File: src/rtl/code_display_decoder.sv
// Receives (code, none) tokens, keeps a 4-deep history, drives a one-hot LED vector and a 4-digit scanned 7-seg display.
// Latency: onehot/count/seg update one cycle after accept. Backpressure: in_ready drops for HOLD_CYC cycles after each accept and during clr.
module code_display_decoder #(
    parameter int SCAN_DIV = 4,
    parameter int HOLD_CYC = 2
) (
    input  logic       clk,
    input  logic       rst_n,
    input  logic       in_valid,
    output logic       in_ready,
    input  logic [2:0] in_code,
    input  logic       in_none,
    input  logic       clr,
    output logic [7:0] onehot,
    output logic [7:0] seg,
    output logic [3:0] an,
    output logic [2:0] count
);

    localparam int HW = $clog2(HOLD_CYC + 2);
    localparam int DW = $clog2(SCAN_DIV + 1);

    typedef struct packed {
        logic       valid;
        logic       none;
        logic [2:0] code;
    } slot_t;

    typedef enum logic {ST_READY, ST_HOLD} state_t;

    state_t          state;
    state_t          state_nxt;
    logic [HW-1:0]   hold_cnt;
    logic            accept;
    slot_t           slots [4];
    logic [DW-1:0]   div;
    logic [1:0]      digit;
    slot_t           cur;

    assign accept = in_valid & in_ready;

    // FSM: state register
    always_ff @(posedge clk) begin
        if (!rst_n) begin
            state <= ST_READY;
        end else begin
            state <= state_nxt;
        end
    end

    // FSM: next-state logic
    always_comb begin
        state_nxt = state;
        case (state)
            ST_READY: if (accept && (HOLD_CYC != 0)) state_nxt = ST_HOLD;
            ST_HOLD:  if (hold_cnt == HW'(1))        state_nxt = ST_READY;
            default:  state_nxt = ST_READY;
        endcase
    end

    // FSM: outputs
    always_comb begin
        in_ready = (state == ST_READY) & ~clr;
    end

    always_ff @(posedge clk) begin
        if (!rst_n) begin
            hold_cnt <= '0;
        end else if (accept && (HOLD_CYC != 0)) begin
            hold_cnt <= HW'(HOLD_CYC);
        end else if (state == ST_HOLD) begin
            hold_cnt <= hold_cnt - HW'(1);
        end
    end

    // History shift register; clr wins over a same-cycle accept (in_ready is low then anyway).
    always_ff @(posedge clk) begin
        if (!rst_n || clr) begin
            for (int i = 0; i < 4; i++) slots[i] <= '0;
            count  <= 3'd0;
            onehot <= 8'h00;
        end else if (accept) begin
            slots[3] <= slots[2];
            slots[2] <= slots[1];
            slots[1] <= slots[0];
            slots[0] <= '{valid: 1'b1, none: in_none, code: in_code};
            if (count != 3'd4) count <= count + 3'd1;
            onehot <= in_none ? 8'h00 : (8'h01 << in_code);
        end
    end

    always_ff @(posedge clk) begin
        if (!rst_n) begin
            div   <= '0;
            digit <= 2'd0;
        end else if (div == DW'(SCAN_DIV - 1)) begin
            div   <= '0;
            digit <= digit + 2'd1;
        end else begin
            div <= div + DW'(1);
        end
    end

    assign an  = ~(4'b0001 << digit);
    assign cur = slots[digit];

    always_comb begin
        seg = 8'hFF;
        if (cur.valid) begin
            if (cur.none) begin
                seg = 8'hFD;
            end else begin
                case (cur.code)
                    3'd0: seg = 8'h03;
                    3'd1: seg = 8'h9F;
                    3'd2: seg = 8'h25;
                    3'd3: seg = 8'h0D;
                    3'd4: seg = 8'h99;
                    3'd5: seg = 8'h49;
                    3'd6: seg = 8'h41;
                    3'd7: seg = 8'h1F;
                    default: seg = 8'hFF;
                endcase
            end
        end
    end

endmodule
File: config.mk
export PLATFORM = sky130hd
export DESIGN_NAME = code_display_decoder
export DESIGN_NICKNAME = d
export VERILOG_FILES = /design/src/rtl/code_display_decoder.sv
export SDC_FILE = /design/constraint.sdc
export NUM_CORES = 1
export LEC_CHECK = 0
export BUFFER_PORTS_ARGS = -buffer_cell sky130_fd_sc_hd__buf_2
export CAP_MARGIN = 10
export CORE_ASPECT_RATIO = 1.1
export CORE_MARGIN = 2
export CORE_UTILIZATION = 45
export CTS_BUF_LIST = sky130_fd_sc_hd__clkbuf_16
export DETAILED_ROUTE_END_ITERATION = 10
export PLACE_DENSITY_LB_ADDON = 0.12
export REMOVE_ABC_BUFFERS = 1
export SYNTH_ARGS = -nofsm -noshare
export SYNTH_HDL_FRONTEND = slang
export SYNTH_SLANG_ARGS = --single-unit
File: constraint.sdc
create_clock -name clk -period 1.6 [get_ports clk]
set_input_delay 0.08 -clock clk [delete_from_list [all_inputs] [get_ports clk]]
set_output_delay 0.08 -clock clk [all_outputs]
set_load 0.02 [all_outputs]
# Yosys cells after proc, flatten, opt, wreduce, memory -nomap -nowiden

Memories as Yosys holds them, arrays and structs flattened. A register that Yosys moved wholly into a read port is not among the register bits.
Cells that the tools add are included.

Register bits after elaboration: 19
Latch bits: 0
Bits in writable memories: 20
Memory bits (read-only): 56
Input port bits: 8
Output and inout bits: 24
Logic and storage cells: 52
Memories kept: 2

Memory list:

| name             | words | width | read ports | clocked after memory_dff | wr ports | RTL line | RTL |
|---|---|---|---|---|---|---|---|
| (name not given) | 8     | 7     | 1          | 0                        | 0        | 113      | `case (cur.code)` |
| slots            | 4     | 5     | 4          | 1                        | 4        | 35       | `slot_t slots [4];` |

Add/sub/neg operators: 4
Multipliers: 0
Div/mod/pow operators: 0
$lt $le $gt $ge: 0
Equal/unequal tests: 3
Shift-type cells: 2
Mux-type cells: 18
Bitwise gates (word level): 10
Reductions and logical operators: 6

Operators by type and width:

| operator                                                            | number |
|---|---|
| 8-bit two-way mux                                                   | 3 |
| 5-bit two-way mux                                                   | 4 |
| 2-bit two-way mux                                                   | 4 |
| 1-bit by 3-bit left shift with 8-bit output (first input constant)  | 1 |
| 3-bit by 1-bit adder with 3-bit output (second input constant)      | 2 |
| 1-bit two-way mux                                                   | 6 |
| 4-bit inverter                                                      | 1 |
| 1-bit bitwise OR                                                    | 4 |
| 2-bit OR reduction                                                  | 2 |
| 1-bit by 2-bit left shift with 4-bit output (first input constant)  | 1 |
| 3-bit by 2-bit == test with 1-bit output (second input constant)    | 1 |
| 3-bit != test (second input constant)                               | 1 |
| 1-bit inverter                                                      | 3 |
| 2-bit by 1-bit adder with 2-bit output (second input constant)      | 1 |
| 1-bit AND                                                           | 2 |
| 2-bit by 1-bit == test with 1-bit output (second input constant)    | 1 |
| 1-bit one-hot mux with 2 select lines                               | 1 |
| 2-bit AND reduction                                                 | 1 |
| 2-bit nonzero test                                                  | 1 |
| 2-bit by 1-bit subtractor with 2-bit output (second input constant) | 1 |
| 1-bit zero test                                                     | 1 |
| 1-bit logical OR                                                    | 1 |

# Logic depth before layout (Yosys ltp)

Depth in word-level cells: 7
Depth in mapped cells: 7
Gate-level depth less buffers: 6

# Worst setup path before layout

Ideal clock, no wire load.

Kind: reg2out
From: register with a tool-made name
To: output port seg[5]
Data arrival time: 1716 ps
Data required time: 1520 ps
Path slack: -196 ps
Stages on the path, launching flop included: 7
Buffers on the path: 1
Path through: dfxtp_1 > buf_6 > mux4_2 > inv_1 > ha_1 > inv_1 > o21ai_0

RTL lines:

| what          | RTL line | RTL |
|---|---|---|
| end, declared | 15       | `output logic [7:0] seg,` |

==> impl_metrics.tcl <==
set metrics [dict create \
    dr.first_iter.drc_count 45 \
    die_area_um2 4820 \
    setup_viol 7 \
    synth_flop_cell "dfxtp_1" \
    cts_sinks 41 \
    numCtsBuffers 5 \
    cts_root_buf "clkbuf_16" \
    cp_data_arrival_time_ns 1.85 \
    die_w_um 66.4 \
    yosys_warnings 0 \
    finalPower_uw 2460 \
    fin_nets 229 \
    synth_edf_count 19 \
    fin_tns_setup_ns -2.04 \
    clock_latency_ns 0.28 \
    grt_max_degree 23 \
    synth.avg_cell_area_um2 11.7 \
    synthTopCellsByArea "edfxtp_1 30%, dfxtp_1 23%, ha_1 8.4%" \
    cts_max_level 2 \
    track_usage_pct 17.4 \
    cts.reportedPaths.clkPinSlew_ns 0.06 \
    cts_tree "yes" \
    status "complete, but fails checks" \
    cp_num_buf_inv 2 \
    drc 0 \
    drv_cap 0 \
    syn_area_um2 1930 \
    holdWs_ns 0.106 \
    worst-setup-path-type "reg2out" \
    antenna_found_initial 0 \
    fin_crit_ns 1.93 \
    path_delay_family "multiplexers" \
    skew_ns 0.00270 \
    portBuffers 30 \
    fin_area_um2 2440 \
    synth_cells 164 \
    vias 1330 \
    async_flop_share_pct 0 \
    worst_setup_path_end_kind "output port" \
    path_cells "mux4_2, inv_2, ha_4, nand2b_4, nand3_2, buf_6" \
    ys_types 39 \
    regArea_um2 1020 \
    synth_top_cell_by_area "edfxtp_1" \
    max_freq_mhz 519 \
    cp.required_ns 1.52 \
    post-synth-top-count-cell "dfxtp_1" \
    routabilityCongestion 0.683 \
    vdd_drop_max_v 0.000689 \
    wl_um 3640 \
    layout-drive-gt1-share_pct 34.4 \
    routed_via_density 5.10 \
    synth-seq-cells 41 \
    fillerInstances 351 \
    initial_core_util_pct 47.9 \
    wl_per_cell_um 14.0 \
    area_growth_pct 26.5 \
    core_area_um2 4020 \
    synth_top_area_share_pct 29.6 \
    slowest_delay_ns 0.55 \
    n_antenna_cell 0 \
    hold_viol_final 0 \
    synth_common_cells "22 x dfxtp_1, 21 x and2_1, 20 x inv_1, 19 x edfxtp_1, 13 x ha_1" \
    placed_cell_area_um2 2160 \
    violations "setup timing" \
    clockBufferDepth 2 \
    worst-path-max-fanout 4 \
    grt_overflow 0 \
    crit_slowest_cell "mux4_2" \
    slew_headroom_pct 51.7 \
    drt-pass1-iter-count 4 \
    die_h_um 72.6 \
    multiInputGateArea_um2 867 \
    place_ws_ns -0.261 \
    hpwlAfterDp_um 2600 \
    tightestPinTransition_ns 0.723 \
    cp-start-kind "flip-flop" \
    min_path_type "in2reg" \
    p_per_area_nw_per_um2 1010 \
    grt_first_pass_wirelength_um 6290 \
    p_leak_uw 0.00105 \
    slew_viol_final 0 \
    fin_crit_sh_pct 120 \
    pin_count 32 \
    first_global_vias 1382 \
    rows 24 \
    fin_ws_ns -0.326 \
    rsz0062_at_grt "true" \
    ant_nets 0 \
    seq_area_frac_synth_pct 52.5 \
]
==> placed cells by master (no fill, tap or decap), drive strengths merged <==
cell | Yosys | final
buf | 2 | 41
dfxtp | 22 | 22
and2 | 21 | 21
inv | 20 | 20
edfxtp | 19 | 19
ha | 13 | 13
nand2 | 6 | 6
nor2 | 6 | 6
a22o | 6 | 6
nor2b | 6 | 6
mux4 | 5 | 5
clkbuf | 2 | 5
o21ai | 5 | 5
a21oi | 4 | 4
nand2b | 4 | 4
nand3 | 2 | 2
o21bai | 2 | 2
a32o | 2 | 2
or3 | 2 | 2
clkinv | 0 | 2
o31ai | 2 | 2
and2b | 1 | 1
o211ai | 1 | 1
and4bb | 1 | 1
xor2 | 1 | 1
and3b | 1 | 1
o211a | 1 | 1
o21a | 1 | 1
a21o | 1 | 1
a211o | 1 | 1
or4 | 1 | 1
mux2i | 1 | 1
nor3b | 1 | 1
conb | 1 | 1
clkinvlp | 0 | 1
==> power by group <==
group	internal, uW	switching (uW)
clock network	571	387
logic	151	166
registers	1150	33.7
==> stage by stage <==
stage                     util (%)  cells
after global routing          60.5    261
after global placement        53.7    248
final                         60.5    261
after CTS                     60.3    261
after floorplan                  -    160
after detailed placement      53.7    248
==> worst paths after layout <==
path	startpoint	endpoint	slack, ns	cells after the start
hold reg to reg	div[0]	div[0]	0.42	1
setup / recovery	flip-flop	seg[4]	-0.33	6
setup reg to reg	count[0]	count[2]	0.09	5
hold / removal	in_code[0]	onehot[3]	0.11	2
==> sequential cells by signal, summed over array words and instances (netlist names), named ones only <==
name / count
digit: 2
onehot: 8
slots: 20
state: 1
count: 3
hold_cnt: 2
div: 3
==> repair_timing <==
action	4_1_cts	5_1_grt
hold buffers	0	0
endpoints found under the setup margin	8	10
buffers inserted	5	0
gates resized for setup	26	3
pin swaps	3	2
==> cell families after synthesis <==
| kind of cell | count (synthesis) | synth area share (%) |
|---|---|---|
| compound gates | 26 | 10.3 |
| xor+xnor | 1 | 0.455 |
| fa+ha+maj | 13 | 8.45 |
| buf+inv | 24 | 5.26 |
| flops | 41 | 52.5 |
| mux | 6 | 6.56 |
| other cells | 1 | 0.195 |
| simple gates | 52 | 16.3 |
==> per-layer routing <==
metal | share of wire (%) | vias to the layer above | global-route usage, %
met5 | 0 | - | 0
met4 | 0.69 | 0 | 5.44
met3 | 3.9 | 2 | 4.17
met2 | 52 | 30 | 31.1
met1 | 43 | 648 | 20.6
li1 | - | 650 | -
==> layout make-up <==
class / count / area share, %
Sequential cell: 41 / 41.9
Multi-Input combinational cell: 99 / 35.6
Timing Repair Buffer: 41 / 10.9
Clock buffer: 5 / 5.14
Inverter: 20 / 3.08
Tap cell: 52 / 2.67
Clock inverter: 3 / 0.719
Note: power is estimated with default switching activity, not from simulation.
